File: config.mk
export PLATFORM = sky130hd
export DESIGN_NAME = spatz_decoder_fifo
export DESIGN_NICKNAME = d
export VERILOG_FILES = /design/src/rtl/spatz_decoder_fifo.sv
export SDC_FILE = /design/constraint.sdc
export NUM_CORES = 1
export LEC_CHECK = 0
export BUFFER_PORTS_ARGS = -buffer_cell sky130_fd_sc_hd__buf_4
export CORE_AREA = 2 2 235 237
export DETAILED_ROUTE_END_ITERATION = 10
export DIE_AREA = 0 0 237 239
export PLACE_DENSITY = 0.58
export SLEW_MARGIN = 40
export SYNTH_ARGS = -nofsm -noshare
export SYNTH_HDL_FRONTEND = slang
export SYNTH_SLANG_ARGS = --single-unit
File: constraint.sdc
create_clock -name clk_i -period 4.1 [get_ports clk_i]
set_input_delay 0.205 -clock clk_i [delete_from_list [all_inputs] [get_ports clk_i]]
set_output_delay 0.205 -clock clk_i [all_outputs]
set_load 0.02 [all_outputs]
File: src/rtl/spatz_decoder_fifo.sv
// Buffered vector instruction decoder.
// Decodes offloaded instructions into spatz_req_t plus an illegal flag and queues them, with their
// transaction ID, in an in-order FIFO toward the Spatz controller. After a legal vset{i}vl{i}, new
// instructions are held off until the controller signals that the configuration has been applied.
// Ports:
//   clk_i, rst_ni                    clock, asynchronous active-low reset
//   req_valid_i/req_ready_o          instruction handshake
//   req_i, req_id_i                  instruction with scalar operands, transaction ID
//   rsp_valid_o/rsp_ready_i          head-entry handshake
//   rsp_spatz_req_o, rsp_illegal_o   decoded head entry
//   rsp_id_o                         ID of the head entry
//   cfg_done_i                       pending VCFG has been applied
//   flush_i                          drop queued entries and leave config-wait
//   outstanding_o                    FIFO occupancy
//   illegal_cnt_o                    saturating count of accepted illegal instructions

package spatz_decoder_pkg;

  typedef enum logic [1:0] {OpNone, OpVcfg, OpVadd, OpVsub} op_e;

  typedef struct packed {
    logic [31:0] instr;
    logic [31:0] rs1;
    logic        rs1_valid;
    logic [31:0] rs2;
    logic        rs2_valid;
  } decoder_req_t;

  typedef struct packed {
    op_e         op;
    logic        vm;
    logic [4:0]  vd;
    logic [4:0]  vs1;
    logic [4:0]  vs2;
    logic [31:0] rs1;
    logic [31:0] rs2;
    logic [10:0] vtype;
  } spatz_req_t;

endpackage

module spatz_decoder_fifo
  import spatz_decoder_pkg::*;
#(
  parameter int unsigned Depth    = 4,
  parameter int unsigned IdWidth  = 5,
  parameter int unsigned CntWidth = 16,
  localparam int unsigned OccW    = $clog2(Depth + 1)
) (
  input  logic                clk_i,
  input  logic                rst_ni,
  input  logic                req_valid_i,
  output logic                req_ready_o,
  input  decoder_req_t        req_i,
  input  logic [IdWidth-1:0]  req_id_i,
  output logic                rsp_valid_o,
  input  logic                rsp_ready_i,
  output spatz_req_t          rsp_spatz_req_o,
  output logic                rsp_illegal_o,
  output logic [IdWidth-1:0]  rsp_id_o,
  input  logic                cfg_done_i,
  input  logic                flush_i,
  output logic [OccW-1:0]     outstanding_o,
  output logic [CntWidth-1:0] illegal_cnt_o
);

  localparam int unsigned PtrW = $clog2(Depth);

  typedef enum logic [0:0] {StRun, StCfgWait} state_e;

  typedef struct packed {
    spatz_req_t         req;
    logic               illegal;
    logic [IdWidth-1:0] id;
  } entry_t;

  state_e              state_q, state_d;
  logic [PtrW-1:0]     wr_ptr_q, wr_ptr_d, rd_ptr_q, rd_ptr_d;
  logic [OccW-1:0]     count_q, count_d;
  logic [CntWidth-1:0] illegal_cnt_q, illegal_cnt_d;
  entry_t              mem_q [Depth];

  spatz_req_t dec_req;
  logic       dec_illegal;
  logic       push, pop;

  // Decode: register fields are always extracted; op stays OpNone unless the encoding is legal.
  always_comb begin
    logic [31:0] instr;
    instr       = req_i.instr;
    dec_req     = '0;
    dec_illegal = 1'b1;
    dec_req.vm  = instr[25];
    dec_req.vd  = instr[11:7];
    dec_req.vs1 = instr[19:15];
    dec_req.vs2 = instr[24:20];
    dec_req.rs1 = req_i.rs1;
    dec_req.rs2 = req_i.rs2;
    if (instr[6:0] == 7'b1010111) begin
      case (instr[14:12])
        3'b111: begin
          if (!instr[31]) begin
            // vsetvli: rs1=x0 needs no scalar operand
            if (req_i.rs1_valid || instr[19:15] == 5'd0) begin
              dec_req.op    = OpVcfg;
              dec_req.vtype = instr[30:20];
              dec_illegal   = 1'b0;
            end
          end else if (instr[31:30] == 2'b11) begin
            // vsetivli: AVL is the immediate in the vs1 field
            dec_req.op    = OpVcfg;
            dec_req.vtype = {1'b0, instr[29:20]};
            dec_illegal   = 1'b0;
          end else if (instr[31:25] == 7'b1000000 && req_i.rs2_valid) begin
            dec_req.op    = OpVcfg;
            dec_req.vtype = req_i.rs2[10:0];
            dec_illegal   = 1'b0;
          end
        end
        3'b000: begin
          if (instr[31:26] == 6'b000000) begin
            dec_req.op  = OpVadd;
            dec_illegal = 1'b0;
          end else if (instr[31:26] == 6'b000010) begin
            dec_req.op  = OpVsub;
            dec_illegal = 1'b0;
          end
        end
        default: ;
      endcase
    end
  end

  assign req_ready_o = (state_q == StRun) && (count_q < OccW'(Depth)) && !flush_i;
  assign rsp_valid_o = (count_q != '0);
  assign push        = req_valid_i && req_ready_o;
  assign pop         = rsp_valid_o && rsp_ready_i;

  always_comb begin
    state_d       = state_q;
    wr_ptr_d      = wr_ptr_q;
    rd_ptr_d      = rd_ptr_q;
    count_d       = count_q;
    illegal_cnt_d = illegal_cnt_q;

    if (push) wr_ptr_d = wr_ptr_q + 1'b1;
    if (pop)  rd_ptr_d = rd_ptr_q + 1'b1;
    case ({push, pop})
      2'b10:   count_d = count_q + 1'b1;
      2'b01:   count_d = count_q - 1'b1;
      default: ;
    endcase

    if (push && dec_illegal && illegal_cnt_q != '1) illegal_cnt_d = illegal_cnt_q + 1'b1;

    unique case (state_q)
      StRun:     if (push && !dec_illegal && dec_req.op == OpVcfg) state_d = StCfgWait;
      StCfgWait: if (cfg_done_i) state_d = StRun;
      default:   state_d = StRun;
    endcase

    // Flush wins over everything; push is already blocked through req_ready_o.
    if (flush_i) begin
      state_d  = StRun;
      wr_ptr_d = '0;
      rd_ptr_d = '0;
      count_d  = '0;
    end
  end

  always_ff @(posedge clk_i or negedge rst_ni) begin
    if (!rst_ni) begin
      state_q       <= StRun;
      wr_ptr_q      <= '0;
      rd_ptr_q      <= '0;
      count_q       <= '0;
      illegal_cnt_q <= '0;
    end else begin
      state_q       <= state_d;
      wr_ptr_q      <= wr_ptr_d;
      rd_ptr_q      <= rd_ptr_d;
      count_q       <= count_d;
      illegal_cnt_q <= illegal_cnt_d;
    end
  end

  // Payload storage needs no reset: outputs are masked while the FIFO is empty.
  always_ff @(posedge clk_i) begin
    if (push) mem_q[wr_ptr_q] <= '{req: dec_req, illegal: dec_illegal, id: req_id_i};
  end

  always_comb begin
    rsp_spatz_req_o = '0;
    rsp_illegal_o   = 1'b0;
    rsp_id_o        = '0;
    if (rsp_valid_o) begin
      rsp_spatz_req_o = mem_q[rd_ptr_q].req;
      rsp_illegal_o   = mem_q[rd_ptr_q].illegal;
      rsp_id_o        = mem_q[rd_ptr_q].id;
    end
  end

  assign outstanding_o = count_q;
  assign illegal_cnt_o = illegal_cnt_q;

endmodule

==> results of run 1 <==
metal layers:
metal,vias up,routed length [um],global-route usage [%]
met2,295,18500,22.19
li1,3987,-,-
met4,6,792,3.510
met1,4684,17680,19.15
met5,-,34,0
met3,63,3156,4.677
cell usage in the layout, fill, tap and decap left out, types with 5 or more instances in the layout:
cell type | synthesis | final
sky130_fd_sc_hd__buf_4 | 0 | 235
sky130_fd_sc_hd__dlygate4sd3_1 | 0 | 89
sky130_fd_sc_hd__dfrtp_1 | 24 | 22
sky130_fd_sc_hd__bufinv_16 | 0 | 8
sky130_fd_sc_hd__nand3_1 | 16 | 16
sky130_fd_sc_hd__nor2_1 | 20 | 20
sky130_fd_sc_hd__a22o_1 | 10 | 10
sky130_fd_sc_hd__nand2_1 | 10 | 10
sky130_fd_sc_hd__and2_4 | 1 | 5
sky130_fd_sc_hd__clkbuf_16 | 0 | 49
sky130_fd_sc_hd__buf_12 | 0 | 9
sky130_fd_sc_hd__nand4_1 | 10 | 10
sky130_fd_sc_hd__edfxtp_1 | 396 | 396
sky130_fd_sc_hd__ha_1 | 5 | 5
sky130_fd_sc_hd__clkbuf_1 | 24 | 10
sky130_fd_sc_hd__clkinv_1 | 0 | 5
sky130_fd_sc_hd__and3_1 | 7 | 7
sky130_fd_sc_hd__and2_1 | 106 | 102
sky130_fd_sc_hd__mux4_2 | 99 | 99
sky130_fd_sc_hd__clkinv_2 | 0 | 6
sky130_fd_sc_hd__a22oi_1 | 10 | 10
sky130_fd_sc_hd__xnor2_1 | 15 | 15
logic make-up (layout without fill, tap and decap cells):
| group | after synthesis | count (layout) | synth area share (%) |
|---|---|---|---|
| compound gates | 35 | 35 | 1.620 |
| xor+xnor | 18 | 18 | 0.9498 |
| fa+ha+maj | 6 | 6 | 0.4975 |
| buf+inv | 45 | 421 | 1.138 |
| flops | 420 | 420 | 75.25 |
| mux | 101 | 101 | 13.58 |
| other cells | 0 | 4 | 0 |
| simple gates | 192 | 192 | 6.957 |
flip-flops by register name (all words and copies together), names as in the netlist:
signal,cells
mem_q,396
illegal_cnt_o,16
rd_ptr_q,2
wr_ptr_q,2
outstanding_o,3
state_q,1
what timing repair did:
| item | 4_1_cts | 5_1_grt |
|---|---|---|
| hold buffers | 89 | 0 |
| setup endpoints to repair | 0 | 0 |
| hold endpoints to repair | 372 | 0 |
through the flow:
stage	cell area, um^2	hold WS [ns]	cells
CTS	21780	0.03688	1897
detailed placement	19270	0.1354	1723
finish	21790	0.06655	1901
floorplan	16600	-0.09059	817
global route	21790	0.08763	1899
global placement	19270	0.1347	1723
power groups by stage:
stage          clock network (W)  logic [W]  registers [W]
6_report                 0.00440    0.00419        0.00524
5_1_grt                  0.00468    0.00450        0.00528
4_1_cts                  0.00452    0.00432        0.00524
3_5_place_dp                   0    0.00423        0.00533
3_3_place_gp                   0    0.00423        0.00532
2_1_floorplan                  0    0.00234        0.00530
final cells by class:
cell class	count	share of cell area, %
sequential	420	57.35
clock buffer	61	5.925
tap	704	4.042
multi-input combinational	352	18.06
clock inverter	24	1.516
timing repair buffer	333	13.01
antenna	4	0.04593
inverter	3	0.05167
worst max path at each step:
stage | startpoint | endpoint | slack, ns | cells after the start
6_report | rd_ptr_q[0] | rsp_spatz_req_o[73] | 1.09 | 4
2_1_floorplan | outstanding_o[2] | mem_q[0][0] | 0.19 | 3
5_1_grt | rd_ptr_q[0] | rsp_spatz_req_o[37] | 0.87 | 4
4_1_cts | outstanding_o[2] | rsp_spatz_req_o[8] | 0.96 | 4
3_3_place_gp | req_i[81] | mem_q[0][12] | 1.56 | 6
3_5_place_dp | req_i[81] | mem_q[1][12] | 1.54 | 6
==> out/summary.json, run 1 <==
{
  "pwr-share-comb": {"value": 30.3, "unit": "%"},
  "rsz0062_at_grt": {"value": "false"},
  "synth-edff-count": {"value": 396},
  "synthTopCellsByArea": {"value": "sky130_fd_sc_hd__edfxtp_1 72%, sky130_fd_sc_hd__mux4_2 13%, sky130_fd_sc_hd__and2_1 4.0%, sky130_fd_sc_hd__dfrtp_1 3.6%, sky130_fd_sc_hd__xnor2_1 0.79%"},
  "final_hold_viol_count": {"value": 0},
  "ys_ff_latch": {"value": 420},
  "vias": {"value": 9035},
  "floorplan.io_pins": {"value": 229},
  "clk_path_buf_depth": {"value": 3},
  "run_status": {"value": "finished, final reports clean"},
  "clk_latency": {"value": 0.57, "unit": "ns"},
  "crit_buf_inv": {"value": 2},
  "clkSinkCount": {"value": 420},
  "grt_antenna_before_repair": {"value": 7},
  "synth_top_area_cell": {"value": "sky130_fd_sc_hd__edfxtp_1"},
  "power_internal": {"value": 0.009575, "unit": "W"},
  "clk_pin_slew_worst_paths": {"value": 0.06, "unit": "ns"},
  "design.die.area": {"value": 0.05664, "unit": "mm^2"},
  "max_cap_viols": {"value": 0},
  "timing.critical_path.mode_cell": {"value": "sky130_fd_sc_hd__buf_4"},
  "total_of_warnings_raised_by_yosys": {"value": 0},
  "net_sw_share": {"value": 30.75, "unit": "%"},
  "final_nets": {"value": 1272},
  "final.fill_count": {"value": 4908},
  "pwr_density_cell": {"value": 634.4, "unit": "mW/mm^2"},
  "worst_hold_check_path_type": {"value": "primary input to asynchronous set/reset pin"},
  "fin_skew": {"value": 0.01759, "unit": "ns"},
  "yosysTopAreaCellShare": {"value": 71.64, "unit": "%"},
  "cpLargestDelayFamily": {"value": "flip-flops"},
  "rrSetupSlack": {"value": 1.73, "unit": "ns"},
  "port-buffer-count": {"value": 228},
  "ys_types": {"value": 45},
  "regArea": {"value": 0.01250, "unit": "mm^2"},
  "place_hpwl": {"value": 24630, "unit": "um"},
  "first_global_vias": {"value": 9611},
  "share_seq_of_total_power": {"value": 37.9, "unit": "%"},
  "drive_above_1_share": {"value": 36.04, "unit": "%"},
  "syn_avg_cell_area": {"value": 20.32, "unit": "um^2"},
  "dp_worst_setup_slack": {"value": 1.538, "unit": "ns"},
  "final_global_route_overflow_total": {"value": 0},
  "critical_path_arrival": {"value": 2.80, "unit": "ns"},
  "synthMostInstantiatedCell": {"value": "sky130_fd_sc_hd__edfxtp_1"},
  "r2r-start": {"value": "outstanding_o[2]"},
  "setup_slack": {"value": 1.090, "unit": "ns"},
  "cp_cell_sequence": {"value": "buf_4 -> mux4_2 -> and2_1 -> buf_4"},
  "num_rows": {"value": 86},
  "final_max_slew_viol_count": {"value": 0},
  "tritoncts": {"value": "yes"},
  "synth.cells.most_frequent": {"value": "396 x sky130_fd_sc_hd__edfxtp_1, 106 x sky130_fd_sc_hd__and2_1, 99 x sky130_fd_sc_hd__mux4_2, 24 x sky130_fd_sc_hd__clkbuf_1, 24 x sky130_fd_sc_hd__dfrtp_1"},
  "floorplan.initialDensity": {"value": 30.55, "unit": "%"},
  "core": {"value": 0.05434, "unit": "mm^2"},
  "routed_via_density": {"value": 4.753},
  "finalCoreUtilization": {"value": 40.11, "unit": "%"},
  "layout-area-overhead-vs-synth": {"value": 31.30, "unit": "%"},
  "crit_path_top_delay_cell": {"value": "sky130_fd_sc_hd__dfrtp_4"},
  "worst_slew_margin_rel": {"value": 48.16, "unit": "%"},
  "ant_nets": {"value": 0},
  "worst-endpoint-required": {"value": 3.89, "unit": "ns"},
  "timing.final.crit_share": {"value": 73.41, "unit": "%"},
  "die_h": {"value": 239, "unit": "um"},
  "grt_pass1_wl": {"value": 60210, "unit": "um"},
  "path_class": {"value": "flop to primary output"},
  "timing_worst_slew_pin_value": {"value": 0.7776, "unit": "ns"},
  "cts-root-buf": {"value": "sky130_fd_sc_hd__clkbuf_16"},
  "clock_network_power_share": {"value": 31.8, "unit": "%"},
  "clock.fmax": {"value": 0.3322, "unit": "GHz"},
  "gp_congestion": {"value": 0.7491},
  "worst_r2r_endpoint": {"value": "mem_q[3][66]"},
  "wire_per_inst": {"value": 21.13, "unit": "um"},
  "async_reset_ff_share": {"value": 5.714, "unit": "%"},
  "leakage": {"value": 7.528, "unit": "nW"},
  "tritoncts.num_buffers": {"value": 47},
  "grt_max_degree": {"value": 100},
  "cts.repair_timing.setup_buffer_count": {"value": 0},
  "floorplan.die.width": {"value": 237, "unit": "um"},
  "drc_errors": {"value": 0},
  "synthesis.nets": {"value": 932},
  "ys_seq_area_share": {"value": 75.25, "unit": "%"},
  "r2r_cells": {"value": 4},
  "post-route-min-period": {"value": 3.010, "unit": "ns"},
  "routed_wirelength": {"value": 40160, "unit": "um"},
  "ir_drop": {"value": 0.0008729, "unit": "V"},
  "multi_input_comb_area": {"value": 0.003936, "unit": "mm^2"},
  "synth.cell_area": {"value": 0.01660, "unit": "mm^2"},
  "cts-resized-gates": {"value": 0},
  "finalSetupViolations": {"value": 0},
  "synth-main-ff-cell": {"value": "sky130_fd_sc_hd__edfxtp_1"},
  "syn_inst": {"value": 817},
  "crit_path_start_kind": {"value": "flop"},
  "drt-pass1-iter-count": {"value": 5},
  "crit_path_max_incr_delay": {"value": 0.86, "unit": "ns"},
  "overall_global_routing_usage": {"value": 14.19, "unit": "%"},
  "totalPowerFinal": {"value": 0.01383, "unit": "W"},
  "clock_tree.htree_level_count": {"value": 2},
  "dr.first_iter.drc_count": {"value": 557},
  "switchingPower": {"value": 0.004252, "unit": "W"},
  "worstSetupEndpointType": {"value": "primary output"},
  "path_max_fanout": {"value": 31},
  "timing.setup.tns": {"value": 0, "unit": "ns"}
}
Note: power is estimated with default switching activity, not from simulation.
==> inputs of run 2 (changes only) <==
- PLACE_DENSITY: 0.58 -> 0.56
- clock period: 4.1 -> 2.81 ns (I/O delays scaled with it)
==> run 2 against run 1 <==
  * Total power up 45%
  * Cell area up 0.60%
  * Register-to-register slack worse by 1.1 ns
  * Worst setup slack worse by 0.85 ns
  * Via count down 0.27%
  * Non-clock buffer count up 16
  * Sequential share of layout area down 0.34 points
  * Critical path type unchanged
  * Combinational power up 48%
==> out/summary.json, run 2 (synthesis results as in run 1) <==
{
  "run_status": {"value": "finished, final reports clean"},
  "dp_worst_setup_slack": {"value": 0.5771, "unit": "ns"},
  "clkSinkCount": {"value": 420},
  "cts.repair_timing.setup_buffer_count": {"value": 0},
  "clk_pin_slew_worst_paths": {"value": 0.06, "unit": "ns"},
  "drt-pass1-iter-count": {"value": 5},
  "final.fill_count": {"value": 4901},
  "regArea": {"value": 0.01250, "unit": "mm^2"},
  "clk_latency": {"value": 0.56, "unit": "ns"},
  "floorplan.initialDensity": {"value": 30.55, "unit": "%"},
  "antenna_diode_count": {"value": 0},
  "final_common_cell": {"value": "sky130_fd_sc_hd__edfxtp_1"},
  "vias": {"value": 9011},
  "cts-root-buf": {"value": "sky130_fd_sc_hd__clkbuf_16"},
  "hold-path-endpoint": {"value": "mem_q[0][5]"},
  "largest_register": {"value": "mem_q"},
  "overall_global_routing_usage": {"value": 14.21, "unit": "%"},
  "design.die.area": {"value": 0.05664, "unit": "mm^2"},
  "finalSetupViolations": {"value": 0},
  "worstSetupEndpointType": {"value": "primary output"},
  "clock_tree.htree_level_count": {"value": 2},
  "drc_errors": {"value": 0},
  "largest_reg_flops": {"value": 396},
  "routed_via_density": {"value": 4.708},
  "place_hpwl": {"value": 24850, "unit": "um"},
  "final_hold_viol_count": {"value": 0},
  "pwr_density_cell": {"value": 913.0, "unit": "mW/mm^2"},
  "timing.final.crit_share": {"value": 91.29, "unit": "%"},
  "dp.cells": {"value": 1735},
  "die_h": {"value": 239, "unit": "um"},
  "final_max_slew_viol_count": {"value": 0},
  "gp_congestion": {"value": 0.7891},
  "timing_worst_slew_pin_value": {"value": 0.5405, "unit": "ns"},
  "grt_pass1_wl": {"value": 60220, "unit": "um"},
  "worst-endpoint-required": {"value": 2.67, "unit": "ns"},
  "dr.first_iter.drc_count": {"value": 504},
  "worst_slew_margin_rel": {"value": 63.88, "unit": "%"},
  "floorplan.die.width": {"value": 237, "unit": "um"},
  "multi_input_comb_area": {"value": 0.003936, "unit": "mm^2"},
  "setup_slack": {"value": 0.2449, "unit": "ns"},
  "post-route-min-period": {"value": 2.565, "unit": "ns"},
  "clk_path_buf_depth": {"value": 3},
  "grt_antenna_before_repair": {"value": 3},
  "final_nets": {"value": 1288},
  "leakage": {"value": 7.585, "unit": "nW"},
  "totalPowerFinal": {"value": 0.02002, "unit": "W"},
  "post_dp_cell_area": {"value": 0.01940, "unit": "mm^2"},
  "drive_above_1_share": {"value": 36.20, "unit": "%"},
  "worst_r2r_endpoint": {"value": "mem_q[1][53]"},
  "worst_hold_check_path_type": {"value": "primary input to flop"},
  "hold-path-cell-count": {"value": 3},
  "tritoncts.num_buffers": {"value": 47},
  "critical_path_arrival": {"value": 2.42, "unit": "ns"},
  "max_cap_viols": {"value": 0},
  "layout-area-overhead-vs-synth": {"value": 32.09, "unit": "%"},
  "final_global_route_overflow_total": {"value": 0},
  "tritoncts": {"value": "yes"},
  "path_max_fanout": {"value": 39},
  "grt_max_degree": {"value": 102},
  "number_of_cells_in_the_finished_layout_apart_from_fillers": {"value": 1914},
  "fin_skew": {"value": 0.01229, "unit": "ns"},
  "timing.setup.tns": {"value": 0, "unit": "ns"},
  "ant_nets": {"value": 0},
  "mostFrequentLayoutCells": {"value": "396 x sky130_fd_sc_hd__edfxtp_1, 244 x sky130_fd_sc_hd__buf_4, 102 x sky130_fd_sc_hd__and2_1, 99 x sky130_fd_sc_hd__mux4_2, 92 x sky130_fd_sc_hd__dlygate4sd3_1"},
  "crit_path_start_kind": {"value": "flop"},
  "port-buffer-count": {"value": 228},
  "finalInstanceArea": {"value": 0.02193, "unit": "mm^2"},
  "floorplan.io_pins": {"value": 229},
  "r2r_cells": {"value": 3},
  "routed_wirelength": {"value": 39780, "unit": "um"},
  "first_global_vias": {"value": 9661},
  "num_rows": {"value": 86},
  "r2r-start": {"value": "outstanding_o[2]"},
  "rrSetupSlack": {"value": 0.63, "unit": "ns"},
  "wire_per_inst": {"value": 20.78, "unit": "um"},
  "core": {"value": 0.05434, "unit": "mm^2"},
  "ir_drop": {"value": 0.001033, "unit": "V"},
  "rsz0062_at_grt": {"value": "false"},
  "timing.hold.worst.start": {"value": "req_i[69]"},
  "clock.fmax": {"value": 0.3898, "unit": "GHz"},
  "path_class": {"value": "flop to primary output"}
}
-- run 2: where the power goes --
group / switching, W / internal [W] / leakage [nW]
registers: 0.000193 / 0.00736 / 3.96
logic: 0.00349 / 0.00271 / 2.88
clock network: 0.00240 / 0.00386 / 0.750
-- run 2: metrics by stage --
step / hold slack (ns) / util [%]
final: 0.07622 / 40.35
after global routing: 0.06565 / 40.35
after CTS: 0.02038 / 40.35
after detailed placement: 0.06788 / 35.70
after global placement: 0.07156 / 35.70
after floorplan: -0.1551 / -
-- run 2: how the worst max path moves through the flow --
stage	startpoint	to	slack, ns
2_1_floorplan	outstanding_o[2]	mem_q[0][0]	0.002
3_3_place_gp	req_i[81]	mem_q[2][9]	0.41
3_5_place_dp	outstanding_o[2]	mem_q[1][66]	0.58
4_1_cts	rd_ptr_q[0]	rsp_spatz_req_o[90]	0.14
5_1_grt	rd_ptr_q[0]	rsp_spatz_req_o[90]	0.08
6_report	rd_ptr_q[0]	rsp_spatz_req_o[43]	0.24
-- run 2: what timing repair did --
item | CTS | global route
endpoints found under the hold margin | 376 | 0
resized for setup | 0 | 0
hold buffers | 93 | 0
-- run 2: layer usage --
| layer | vias to the layer above | share of wire (%) | track usage, % |
|---|---|---|---|
| met1 | 4664 | 43 | 18.72 |
| met4 | 6 | 1.8 | 3.395 |
| met2 | 264 | 48 | 23.24 |
| met5 | - | 0.093 | 0 |
| met3 | 63 | 6.9 | 4.122 |
| li1 | 4014 | - | - |
-- run 2: final cells by class --
cell class / instances / share of cell area [%]
flip-flops and latches: 420 / 57.01
multi-input cells: 352 / 17.95
repair buffers: 349 / 13.74
clock buffers: 65 / 5.912
well taps: 704 / 4.017
clock inverters: 21 / 1.318
inverters: 3 / 0.05136
-- run 2: worst max-delay path: stages, from the launching register on --
cell,delay (ns)
sky130_fd_sc_hd__dfrtp_4,0.55
sky130_fd_sc_hd__buf_12,0.35
sky130_fd_sc_hd__mux4_2,0.60
sky130_fd_sc_hd__and2_1,0.18
sky130_fd_sc_hd__buf_4,0.15
